File: src/rtl/mem_store_sequencer.sv
// mem_store_sequencer
//   Store-side controller between the MEM stage and the data memory write
//   port. Store requests are buffered in a small FIFO, turned into
//   byte-lane-encoded word-aligned write beats, and presented with a
//   valid/ready handshake. Stores that straddle a word boundary are split
//   into two consecutive aligned beats.
//
// Lane convention: byte offset k <-> mem_wdata[31-8k:24-8k] <-> mem_be[k].
//
// Ports
//   clk        system clock, rising edge
//   rst_n      asynchronous active-low reset
//   req_valid  store request present
//   req_ready  FIFO can accept a request (not full)
//   req_addr   byte address
//   req_data   right-justified store value
//   req_size   0 = word, 1 = half, 2 = byte, 3 = illegal
//   mem_valid  write beat presented
//   mem_ready  memory accepts the beat
//   mem_addr   word-aligned beat address
//   mem_wdata  lane-placed write data
//   mem_be     byte enables
//   err        one-cycle pulse when an illegal-size request is dropped
//   busy       FIFO non-empty or FSM not idle
//
// state    | meaning
// ---------+-----------------------------------------------------------
// ST_IDLE  | nothing in flight; pops the FIFO head when one is present
// ST_BEAT0 | first (or only) beat of the working request on the port
// ST_BEAT1 | second beat of a boundary-crossing store on the port
// ST_DROP  | illegal-size request discarded; err high this cycle

module mem_store_sequencer #(
  parameter int ADDR_W = 32,
  parameter int DEPTH  = 2
) (
  input  logic              clk,
  input  logic              rst_n,
  input  logic              req_valid,
  output logic              req_ready,
  input  logic [ADDR_W-1:0] req_addr,
  input  logic [31:0]       req_data,
  input  logic [1:0]        req_size,
  output logic              mem_valid,
  input  logic              mem_ready,
  output logic [ADDR_W-1:0] mem_addr,
  output logic [31:0]       mem_wdata,
  output logic [3:0]        mem_be,
  output logic              err,
  output logic              busy
);

  localparam int PTR_W = (DEPTH > 1) ? $clog2(DEPTH) : 1;
  localparam int CNT_W = $clog2(DEPTH + 1);

  typedef enum logic [1:0] {
    ST_IDLE  = 2'd0,
    ST_BEAT0 = 2'd1,
    ST_BEAT1 = 2'd2,
    ST_DROP  = 2'd3
  } state_t;

  // ---------------------------------------------------------------------
  // Request FIFO storage (data only; pointers/count live with the FSM)
  // ---------------------------------------------------------------------
  logic [ADDR_W-1:0] fifo_addr_q [DEPTH];
  logic [31:0]       fifo_data_q [DEPTH];
  logic [1:0]        fifo_size_q [DEPTH];

  logic [PTR_W-1:0]  wr_ptr_q, wr_ptr_d;
  logic [PTR_W-1:0]  rd_ptr_q, rd_ptr_d;
  logic [CNT_W-1:0]  count_q,  count_d;

  logic fifo_empty;
  logic fifo_full;
  logic push;
  logic pop;

  assign fifo_empty = (count_q == '0);
  assign fifo_full  = (count_q == CNT_W'(DEPTH));
  assign req_ready  = !fifo_full;
  assign push       = req_valid && !fifo_full;

  always_ff @(posedge clk) begin
    if (push) begin
      fifo_addr_q[wr_ptr_q] <= req_addr;
      fifo_data_q[wr_ptr_q] <= req_data;
      fifo_size_q[wr_ptr_q] <= req_size;
    end
  end

  // ---------------------------------------------------------------------
  // Lane placement of the FIFO head
  // ---------------------------------------------------------------------
  logic [ADDR_W-1:0] head_addr;
  logic [31:0]       head_data;
  logic [1:0]        head_size;
  logic [1:0]        head_off;
  logic              head_illegal;
  logic [31:0]       lj_data;
  logic [3:0]        lj_be;
  logic [63:0]       placed_data;
  logic [7:0]        placed_be;
  logic [ADDR_W-1:0] head_b0_addr;
  logic [ADDR_W-1:0] head_b1_addr;

  always_comb begin
    head_addr    = fifo_addr_q[rd_ptr_q];
    head_data    = fifo_data_q[rd_ptr_q];
    head_size    = fifo_size_q[rd_ptr_q];
    head_off     = head_addr[1:0];
    head_illegal = (head_size == 2'd3);

    // Left-justify the store bytes so store byte i sits in lane i.
    case (head_size)
      2'd0: begin
        lj_data = head_data;
        lj_be   = 4'b1111;
      end
      2'd1: begin
        lj_data = {head_data[15:0], 16'h0000};
        lj_be   = 4'b0011;
      end
      2'd2: begin
        lj_data = {head_data[7:0], 24'h000000};
        lj_be   = 4'b0001;
      end
      default: begin
        lj_data = 32'h0000_0000;
        lj_be   = 4'b0000;
      end
    endcase

    // Eight virtual lanes spanning two words: the upper half is beat 0,
    // the lower half beat 1. Moving by the byte offset handles the split.
    placed_data  = {lj_data, 32'h0000_0000} >> {head_off, 3'b000};
    placed_be    = {4'b0000, lj_be} << head_off;

    head_b0_addr = {head_addr[ADDR_W-1:2], 2'b00};
    head_b1_addr = head_b0_addr + ADDR_W'(4);
  end

  // ---------------------------------------------------------------------
  // Sequencer FSM
  // ---------------------------------------------------------------------
  state_t            state_q, state_d;
  logic              mem_valid_q, mem_valid_d;
  logic [ADDR_W-1:0] mem_addr_q,  mem_addr_d;
  logic [31:0]       mem_wdata_q, mem_wdata_d;
  logic [3:0]        mem_be_q,    mem_be_d;
  logic              err_q,       err_d;
  // Second beat of the working request, held until beat 0 is accepted.
  logic [ADDR_W-1:0] b1_addr_q,   b1_addr_d;
  logic [31:0]       b1_wdata_q,  b1_wdata_d;
  logic [3:0]        b1_be_q,     b1_be_d;

  logic finish;

  always_comb begin
    state_d     = state_q;
    mem_valid_d = mem_valid_q;
    mem_addr_d  = mem_addr_q;
    mem_wdata_d = mem_wdata_q;
    mem_be_d    = mem_be_q;
    err_d       = 1'b0;
    b1_addr_d   = b1_addr_q;
    b1_wdata_d  = b1_wdata_q;
    b1_be_d     = b1_be_q;
    finish      = 1'b0;
    pop         = 1'b0;

    case (state_q)
      ST_IDLE: begin
        pop = !fifo_empty;
      end
      ST_BEAT0: begin
        if (mem_ready) begin
          // A non-zero second-beat enable is exactly the o+n > 4 case.
          if (b1_be_q != 4'b0000) begin
            state_d     = ST_BEAT1;
            mem_addr_d  = b1_addr_q;
            mem_wdata_d = b1_wdata_q;
            mem_be_d    = b1_be_q;
          end else begin
            finish = 1'b1;
          end
        end
      end
      ST_BEAT1: begin
        finish = mem_ready;
      end
      ST_DROP: begin
        finish = 1'b1;
      end
      default: begin
        state_d = ST_IDLE;
      end
    endcase

    if (finish) begin
      if (!fifo_empty) begin
        pop = 1'b1;
      end else begin
        state_d     = ST_IDLE;
        mem_valid_d = 1'b0;
        mem_addr_d  = '0;
        mem_wdata_d = 32'h0000_0000;
        mem_be_d    = 4'b0000;
      end
    end

    if (pop) begin
      if (head_illegal) begin
        state_d     = ST_DROP;
        err_d       = 1'b1;
        mem_valid_d = 1'b0;
        mem_addr_d  = '0;
        mem_wdata_d = 32'h0000_0000;
        mem_be_d    = 4'b0000;
        b1_be_d     = 4'b0000;
      end else begin
        state_d     = ST_BEAT0;
        mem_valid_d = 1'b1;
        mem_addr_d  = head_b0_addr;
        mem_wdata_d = placed_data[63:32];
        mem_be_d    = placed_be[3:0];
        b1_addr_d   = head_b1_addr;
        b1_wdata_d  = placed_data[31:0];
        b1_be_d     = placed_be[7:4];
      end
    end

    wr_ptr_d = push ? wr_ptr_q + PTR_W'(1) : wr_ptr_q;
    rd_ptr_d = pop  ? rd_ptr_q + PTR_W'(1) : rd_ptr_q;
    case ({push, pop})
      2'b10:   count_d = count_q + CNT_W'(1);
      2'b01:   count_d = count_q - CNT_W'(1);
      default: count_d = count_q;
    endcase
  end

  always_ff @(posedge clk or negedge rst_n) begin
    if (!rst_n) begin
      state_q     <= ST_IDLE;
      mem_valid_q <= 1'b0;
      mem_addr_q  <= '0;
      mem_wdata_q <= 32'h0000_0000;
      mem_be_q    <= 4'b0000;
      err_q       <= 1'b0;
      b1_addr_q   <= '0;
      b1_wdata_q  <= 32'h0000_0000;
      b1_be_q     <= 4'b0000;
      wr_ptr_q    <= '0;
      rd_ptr_q    <= '0;
      count_q     <= '0;
    end else begin
      state_q     <= state_d;
      mem_valid_q <= mem_valid_d;
      mem_addr_q  <= mem_addr_d;
      mem_wdata_q <= mem_wdata_d;
      mem_be_q    <= mem_be_d;
      err_q       <= err_d;
      b1_addr_q   <= b1_addr_d;
      b1_wdata_q  <= b1_wdata_d;
      b1_be_q     <= b1_be_d;
      wr_ptr_q    <= wr_ptr_d;
      rd_ptr_q    <= rd_ptr_d;
      count_q     <= count_d;
    end
  end

  assign mem_valid = mem_valid_q;
  assign mem_addr  = mem_addr_q;
  assign mem_wdata = mem_wdata_q;
  assign mem_be    = mem_be_q;
  assign err       = err_q;
  assign busy      = !fifo_empty || (state_q != ST_IDLE);

endmodule

File: config.mk
export PLATFORM = sky130hd
export DESIGN_NAME = mem_store_sequencer
export DESIGN_NICKNAME = d
export VERILOG_FILES = /design/src/rtl/mem_store_sequencer.sv
export SDC_FILE = /design/constraint.sdc
export NUM_CORES = 1
export LEC_CHECK = 0
export ABC_AREA = 0
export CAP_MARGIN = 30
export CORE_AREA = 5 5 178 180
export CTS_BUF_LIST = sky130_fd_sc_hd__clkbuf_8
export DETAILED_ROUTE_END_ITERATION = 10
export DIE_AREA = 0 0 183 185
export GPL_TIMING_DRIVEN = 1
export SLEW_MARGIN = 15
export SYNTH_ARGS = -nofsm -noshare
export SYNTH_HDL_FRONTEND = slang
export SYNTH_SLANG_ARGS = --single-unit
export TNS_END_PERCENT = 10
File: constraint.sdc
create_clock -name clk -period 7.9 [get_ports clk]
set_input_delay 1.58 -clock clk [delete_from_list [all_inputs] [get_ports clk]]
set_output_delay 1.58 -clock clk [all_outputs]
set_load 0.005 [all_outputs]
==> results of run 1 <==
[stage by stage]
stage	setup slack, ns	instance area, sq um
after floorplan	2.98	11700
after global placement	3.06	13500
after detailed placement	2.94	13500
after CTS	3.50	14400
after global routing	3.32	14400
final	3.38	14400
[flip-flops by register name (all words and copies together) (netlist names)]
name,count
fifo_addr_q,64
fifo_data_q,64
mem_addr,32
mem_wdata,32
b1_addr_q,30
b1_wdata_q,24
fifo_size_q,4
mem_be,4
b1_be_q,3
count_q,2
state_q,2
err,1
mem_valid,1
rd_ptr_q,1
wr_ptr_q,1
[cell type report]
type	count	area share, %
tap	396	3.45
multi-input combinational	565	28.5
clock buffer	51	4.89
timing repair buffer	154	10.7
clock inverter	33	1.15
inverter	21	0.558
sequential	265	50.8
[worst paths after layout]
check | to
worst min register to register | b1_addr_q[17]$_DFFE_PN0P_
worst min-delay path | b1_addr_q[17]$_DFFE_PN0P_
min in group asynchronous | mem_addr[7]$_DFF_PN0_
max in group asynchronous | mem_wdata[1]$_DFF_PN0_
worst max-delay path | mem_wdata[20]$_DFF_PN0_
worst max register to register | b1_wdata_q[15]$_DFFE_PN0P_
[synthesized netlist by cell type (all sizes together), types with 11 or more instances]
library cell and count:
dfrtp 133, edfxtp 132, mux2i 115, nand2 98
o22ai 43, o21ai 37, clkbuf 36, nor2 30
buf 27, inv 20, a21oi 16, mux2 16
o31ai 15, xnor2 14, nand4 13, a221o 11
nor4 11
[cell families after synthesis]
kind of cell	Yosys count	synth area share [%]
multiplexers	131	11.5
buffers and inverters	84	3.27
AO/OA/AOI/OAI	200	12.3
XOR/XNOR	18	1.34
flip-flops	265	62.2
AND/OR/NAND/NOR	214	9.23
adder cells (fa/ha/maj)	2	0.213
[power by group through the flow]
stage | Sequential, uW | Clock, uW | Combinational (uW)
final | 2220 | 1170 | 2430
after global routing | 2280 | 1260 | 2650
after CTS | 2230 | 1210 | 2460
after detailed placement | 2250 | 0 | 2450
after global placement | 2240 | 0 | 2410
after floorplan | 2150 | 0 | 1650
[metal layers]
layer / global-route usage [%] / vias to the layer above / wire [um]
met5: 0 / - / 0
met4: 4.98 / 0 / 571
met3: 3.32 / 46 / 1680
met2: 29.5 / 238 / 14800
met1: 22.8 / 3927 / 13100
li1: - / 3794 / -
[critical path, delay by kind of cell]
| kind | cells | cell delay, ns |
|---|---|---|
| AND/OR/NAND/NOR | 3 | 1.93 |
| buffers and inverters | 1 | 0.56 |
| AO/OA/AOI/OAI | 2 | 0.87 |
==> results.yml, run 1 <==
synthesis:
  ys_seq_elements: 265
  synthCells: 914
  ys_types: 62
  yosysTopAreaCell: "edfxtp_1"
  ys_seq_area_share_pct: 62.2
  yosys_warnings: 0
  yosysTopAreaCellShare_pct: 33.8
  ys_async_sr_fraction_pct: 50.2
  avgSynthCellArea_sq_um: 12.8
  syn_area_sq_um: 11700
  synth_flop_cell: "dfrtp_1"
  synth-edff-count: 132
  synthTopCellsByArea: "edfxtp_1, dfrtp_1, mux2i_1, nand2_1, o22ai_1"
  syn-num-nets: 986
power:
  p_switching_uw: 2260
  power.density_nw_per_um2: 406
  leakage_uw: 0.00547
  intPower_uw: 3560
  total_power_uw: 5820
  power_frac_seq_pct: 38.2
  switching_share_pct: 38.8
  combinationalPowerShare_pct: 41.8
  vdd_drop_max_uv: 195
  clock_power_share_pct: 20.0
sta:
  whs_ns: 0.473
  tns_ns: 0
  fmax_ghz: 0.221
  setup_viol: 0
  finClkSkew_ns: 0.0220
  relSlewSlack_pct: 33.6
  final_hold_viol_count: 0
  rsz0062_at_grt: "no"
  tightest_slew_ns: 0.996
  fin_crit_ns: 4.52
  fin_crit_sh_pct: 57.2
  finalMaxSlewViolations: 0
finish:
  multi_input_area_sq_um: 4090
  final_common_cell: "clkdlybuf4s50_1"
  synthToLayoutAreaGrowth_pct: 22.5
  regArea_sq_um: 7300
  num-fill-cells: 2751
  final_util_pct: 47.8
  drive_gt1_share_pct: 10.0
  stdcell_count: 1485
  nNetsFinal: 1125
  final_cell_mix: "clkdlybuf4s50_1, dfrtp_1, edfxtp_1"
  diodes: 0
clocking:
  cts_max_level: 2
  worstSkewPairLatency_ns: 0.54
  post_cts_buffers: 0
  cts_resized: 0
  cts.root.buffer_cell: "clkbuf_8"
  clock_sinks: 265
  cts-buffers-inserted: 46
  cts_tree: "yes"
  cts_hold_buf: 0
  clockBufferDepth: 3
  cts.clk_slew.worst_paths_ns: 0.06
job:
  drv_cap: 0
drt:
  ant_nets: 0
  wl_per_cell_um: 20.3
  drt-vias-per-instance: 5.39
  first_pass_iters: 6
  post-route-drc-count: 0
  drt_iter0_markers: 573
  totalWireLength_mm: 30.2
  vias: 8005
hold_path:
  hold_path.class: "flop to flop"
  holdCritStartpoint: "b1_addr_q[17]$_DFFE_PN0P_"
  holdPathStages: 2
floorplan:
  initial_utilization_pct: 39.0
  coreArea_sq_um: 30000
  fp.dieW_um: 183
  rows: 64
  io_pins: 142
  dieArea_sq_um: 33900
  die_y_um: 185
global_route:
  grt_max_degree: 85
  grt_overflow: 0
  grt_first_pass_wirelength_mm: 46.3
  first_global_vias: 8167
  grt_use_total_pct: 17.3
  antenna_found_initial: 0
setup_path:
  r2r_slack_ns: 4.10
  max_stage_delay_ns: 0.73
  path_cells: "clkdlybuf4s50_1, or4b_1, a211o_1, nor2_2, nand2_1, o22ai_1"
  startpoint: "mem_ready"
  reg2reg_depth: 6
  crit_path_max_fanout: 17
  end_kind: "flop"
  worst_setup_path_start_kind: "input pin"
  crit_type: "input pin to flop"
  cp_slowest_cell: "nor2_2"
  cp.required_ns: 8.33
  r2r-start: "rd_ptr_q$_DFFE_PN0P_"
  cp.arrival_ns: 4.95
place:
  hpwl_mm: 19.6
  globalplace.congestion: 0.806
  place_inst: 1401
  io_buffers: 141
run_status:
  status: "finished clean"
No activity file was read; power rests on OpenSTA's default activity.
==> inputs of run 2 (changes only) <==
==> constraint.sdc (replaced) <==
create_clock -name clk -period 4.45 [get_ports clk]
set_input_delay 0.89 -clock clk [delete_from_list [all_inputs] [get_ports clk]]
set_output_delay 0.89 -clock clk [all_outputs]
set_load 0.005 [all_outputs]
==> results.yml, run 2 (same netlist as run 1, synthesis figures left out) <==
run_status:
  status: "finished clean"
sta:
  final_hold_viol_count: 0
  tightest_slew_ns: 0.954
  relSlewSlack_pct: 35.8
  fin_crit_ns: 3.37
  finalMaxSlewViolations: 0
  tns_ns: 0
  fin_crit_sh_pct: 75.7
  whs_ns: 0.411
  rsz0062_at_grt: "no"
  fmax_ghz: 0.297
  finClkSkew_ns: 0.0195
  setup_viol: 0
power:
  leakage_uw: 0.00555
  total_power_uw: 10500
  power.density_nw_per_um2: 729
  power_frac_seq_pct: 37.4
  intPower_uw: 6480
  switching_share_pct: 38.6
  clock_power_share_pct: 20.8
  vdd_drop_max_uv: 457
  p_switching_uw: 4070
  combinationalPowerShare_pct: 41.9
drt:
  totalWireLength_mm: 30.9
  drt-vias-per-instance: 5.48
  post-route-drc-count: 0
  wl_per_cell_um: 20.7
  vias: 8180
  drt_iter0_markers: 624
  ant_nets: 0
  first_pass_iters: 5
clocking:
  cts_resized: 0
  post_cts_buffers: 0
  clock_sinks: 265
  cts.root.buffer_cell: "clkbuf_8"
  cts-buffers-inserted: 46
  cts_hold_buf: 0
  cts.clk_slew.worst_paths_ns: 0.06
  cts_tree: "yes"
  clockBufferDepth: 3
  cts_max_level: 2
  worstSkewPairLatency_ns: 0.55
place:
  io_buffers: 141
  hpwl_mm: 20.3
  globalplace.congestion: 0.863
global_route:
  grt_overflow: 0
  grt_first_pass_wirelength_mm: 47.5
  grt_use_total_pct: 17.7
  first_global_vias: 8287
  grt_max_degree: 90
  antenna_found_initial: 0
finish:
  drive_gt1_share_pct: 10.8
  nNetsFinal: 1133
  final_cell_mix: "clkdlybuf4s50_1, dfrtp_1, edfxtp_1"
  final_util_pct: 48.2
  reg_top3: "fifo_addr_q: 64 flops, fifo_data_q: 64 flops"
  diodes: 0
  synthToLayoutAreaGrowth_pct: 23.5
  final_common_cell: "clkdlybuf4s50_1"
job:
  drv_cap: 0
hold_path:
  hold_path.class: "input pin to async pin"
setup_path:
  worst_setup_path_start_kind: "input pin"
  crit_path_max_fanout: 66
  crit_type: "input pin to flop"
  startpoint: "mem_ready"
  end_kind: "flop"
  cp.arrival_ns: 3.80
  cp.required_ns: 4.88
  r2r-start: "rd_ptr_q$_DFFE_PN0P_"
floorplan:
  dieArea_sq_um: 33900
  fp.dieW_um: 183
  rows: 64
  die_y_um: 185
  io_pins: 142
  coreArea_sq_um: 30000
  initial_utilization_pct: 39.0
==> run 2: layer usage <==
| metal | vias up | GRT usage, % | wire (um) |
|---|---|---|---|
| li1 | 3817 | - | - |
| met1 | 4038 | 23.8 | 13500 |
| met2 | 258 | 29.7 | 15000 |
| met3 | 67 | 3.16 | 1620 |
| met4 | 0 | 5.01 | 766 |
| met5 | - | 0 | 0 |
==> run 2: power by group through the flow <==
| stage | Clock (uW) | Combinational [uW] | Sequential [uW] |
|---|---|---|---|
| 2_1_floorplan | 0 | 2930 | 3820 |
| 3_3_place_gp | 0 | 4340 | 3980 |
| 3_5_place_dp | 0 | 4420 | 3990 |
| 4_1_cts | 2250 | 4430 | 3950 |
| 5_1_grt | 2360 | 4800 | 4030 |
| 6_report | 2190 | 4420 | 3940 |
==> run 2: worst max-delay path, stage by stage <==
cell and delay (ns):
clkdlybuf4s50_1 0.56, or4b_1 0.53, a211o_1 0.49, clkinv_2 0.16, nand2_4 0.24, buf_4 0.43, and2_1 0.25, a31o_2 0.21
==> run 2: layout make-up <==
type | count | area, sq um
inverter | 21 | 80.1
sequential | 265 | 7300
tap | 396 | 495
clock inverter | 31 | 178
clock buffer | 54 | 743
fill | 2724 | 15600
timing repair buffer | 162 | 1600
multi-input combinational | 565 | 4090
==> run 2: path summary, 6_finish.rpt <==
path                                              to  slack [ns]  cells after the start
hold reg to reg            b1_addr_q[16]$_DFFE_PN0P_        0.48                      2
setup reg to reg           b1_addr_q[23]$_DFFE_PN0P_        1.16                      6
min in group clk           b1_addr_q[16]$_DFFE_PN0P_        0.48                      2
max in group asynchronous  b1_addr_q[18]$_DFFE_PN0P_        3.11                      2
setup / recovery           b1_addr_q[18]$_DFFE_PN0P_        1.08                      8
hold / removal              b1_addr_q[7]$_DFFE_PN0P_        0.41                      1
==> run 2: stage by stage <==
| step | cell area (sq um) | setup slack [ns] | cells |
|---|---|---|---|
| after floorplan | 11700 | 0.217 | 914 |
| after global placement | 13500 | 0.607 | 1407 |
| after detailed placement | 13500 | 0.558 | 1408 |
| after CTS | 14500 | 1.14 | 1493 |
| after global routing | 14500 | 0.956 | 1494 |
| final | 14500 | 1.08 | 1494 |
==> inputs of run 3 (changes only) <==
==> constraint.sdc (replaced) <==
create_clock -name clk -period 3.4 [get_ports clk]
set_input_delay 0.68 -clock clk [delete_from_list [all_inputs] [get_ports clk]]
set_output_delay 0.68 -clock clk [all_outputs]
set_load 0.005 [all_outputs]
==> results.yml, run 3 (same netlist as run 1, synthesis figures left out) <==
drt:
  vias: 8184
  drt-vias-per-instance: 5.42
  drt_iter0_markers: 509
  post-route-drc-count: 0
  ant_nets: 0
  wl_per_cell_um: 20.3
  totalWireLength_mm: 30.7
  first_pass_iters: 5
place:
  hpwl_mm: 20.5
  globalplace.congestion: 0.856
  io_buffers: 141
setup_path:
  end_kind: "flop"
  crit_path_max_fanout: 29
  cp.required_ns: 3.85
  worst_setup_path_start_kind: "flop"
  crit_type: "flop to flop"
  cp.arrival_ns: 3.40
sta:
  finalMaxSlewViolations: 0
  tns_ns: 0
  rsz0062_at_grt: "no"
  final_hold_viol_count: 0
  setup_viol: 0
  finClkSkew_ns: 0.0220
  relSlewSlack_pct: 40.8
  fin_crit_sh_pct: 86.8
  tightest_slew_ns: 0.888
  fin_crit_ns: 2.95
  fmax_ghz: 0.339
clocking:
  cts.clk_slew.worst_paths_ns: 0.06
  cts.root.buffer_cell: "clkbuf_8"
  cts-buffers-inserted: 45
  cts_tree: "yes"
  cts_resized: 0
  cts_max_level: 2
  clockBufferDepth: 3
  cts_hold_buf: 0
  worstSkewPairLatency_ns: 0.56
  post_cts_buffers: 0
  clock_sinks: 265
hold_path:
  hold_path.class: "input pin to async pin"
job:
  drv_cap: 0
finish:
  final_common_cell: "clkdlybuf4s50_1"
  synthToLayoutAreaGrowth_pct: 24.8
  nNetsFinal: 1149
  drive_gt1_share_pct: 12.4
  diodes: 0
  reg_top3: "fifo_addr_q: 64 flops, fifo_data_q: 64 flops"
  final_cell_mix: "clkdlybuf4s50_1, dfrtp_1, edfxtp_1"
global_route:
  antenna_found_initial: 0
  grt_use_total_pct: 17.9
  first_global_vias: 8469
  grt_max_degree: 91
  grt_overflow: 0
  grt_first_pass_wirelength_mm: 47.8
floorplan:
  die_y_um: 185
  fp.dieW_um: 183
  dieArea_sq_um: 33900
  initial_utilization_pct: 39.0
  io_pins: 142
  coreArea_sq_um: 30000
  rows: 64
power:
  total_power_uw: 13900
  vdd_drop_max_uv: 498
  leakage_uw: 0.00563
  power.density_nw_per_um2: 951
run_status:
  status: "finished clean"
## run 3: path summary, 6_finish.rpt
check / start / to / slack [ns] / cells past startpoint
max: rd_ptr_q$_DFFE_PN0P_ / mem_wdata[13]$_DFF_PN0_ / 0.45 / 4
min: rst_n / b1_addr_q[9]$_DFFE_PN0P_ / 0.19 / 1
max reg2reg: rd_ptr_q$_DFFE_PN0P_ / mem_wdata[13]$_DFF_PN0_ / 0.45 / 4
min reg2reg: b1_addr_q[3]$_DFFE_PN0P_ / b1_addr_q[3]$_DFFE_PN0P_ / 0.48 / 2
max in group asynchronous: rst_n / mem_addr[15]$_DFF_PN0_ / 2.48 / 2
min in group clk: b1_addr_q[3]$_DFFE_PN0P_ / b1_addr_q[3]$_DFFE_PN0P_ / 0.48 / 2
## run 3: area by class of cell
class	count	area, sq um
clock buffer	55	757
multi-input combinational	565	4090
timing repair buffer	179	1790
inverter	21	80.1
tap	396	495
sequential	265	7300
fill	2773	15400
clock inverter	29	130
## run 3: critical path, cell delays in order (launching register included)
cell	delay [ns]
dfrtp_4	0.71
buf_4	0.46
mux2i_1	0.65
nand2_1	0.61
o221ai_1	0.41
## run 3: per-layer routing
metal  global-route usage (%)  vias to the layer above  routed length (um)
met5                        0                        -                   0
met4                     5.36                        0                 691
met2                     30.6                      258               15300
met3                     3.40                       53                1650
met1                     23.3                     4030               13100
li1                         -                     3843                   -
## run 3: metrics by stage
step	hold WS [ns]	cell area (sq um)	util [%]	worst slack, ns	cells
floorplan	0.384	11700	-	0.348	914
global placement	0.455	13700	45.7	0.206	1425
detailed placement	0.467	13700	45.8	0.189	1426
CTS	0.221	14600	48.7	0.445	1510
global route	0.238	14600	48.7	0.292	1510
finish	0.188	14600	48.7	0.447	1510
## run 3: report_power, final
| group | internal (uW) | switching, uW |
|---|---|---|
| clock network | 1470 | 1290 |
| registers | 4520 | 650 |
| logic | 2560 | 3430 |
| total | 8540 | 5380 |
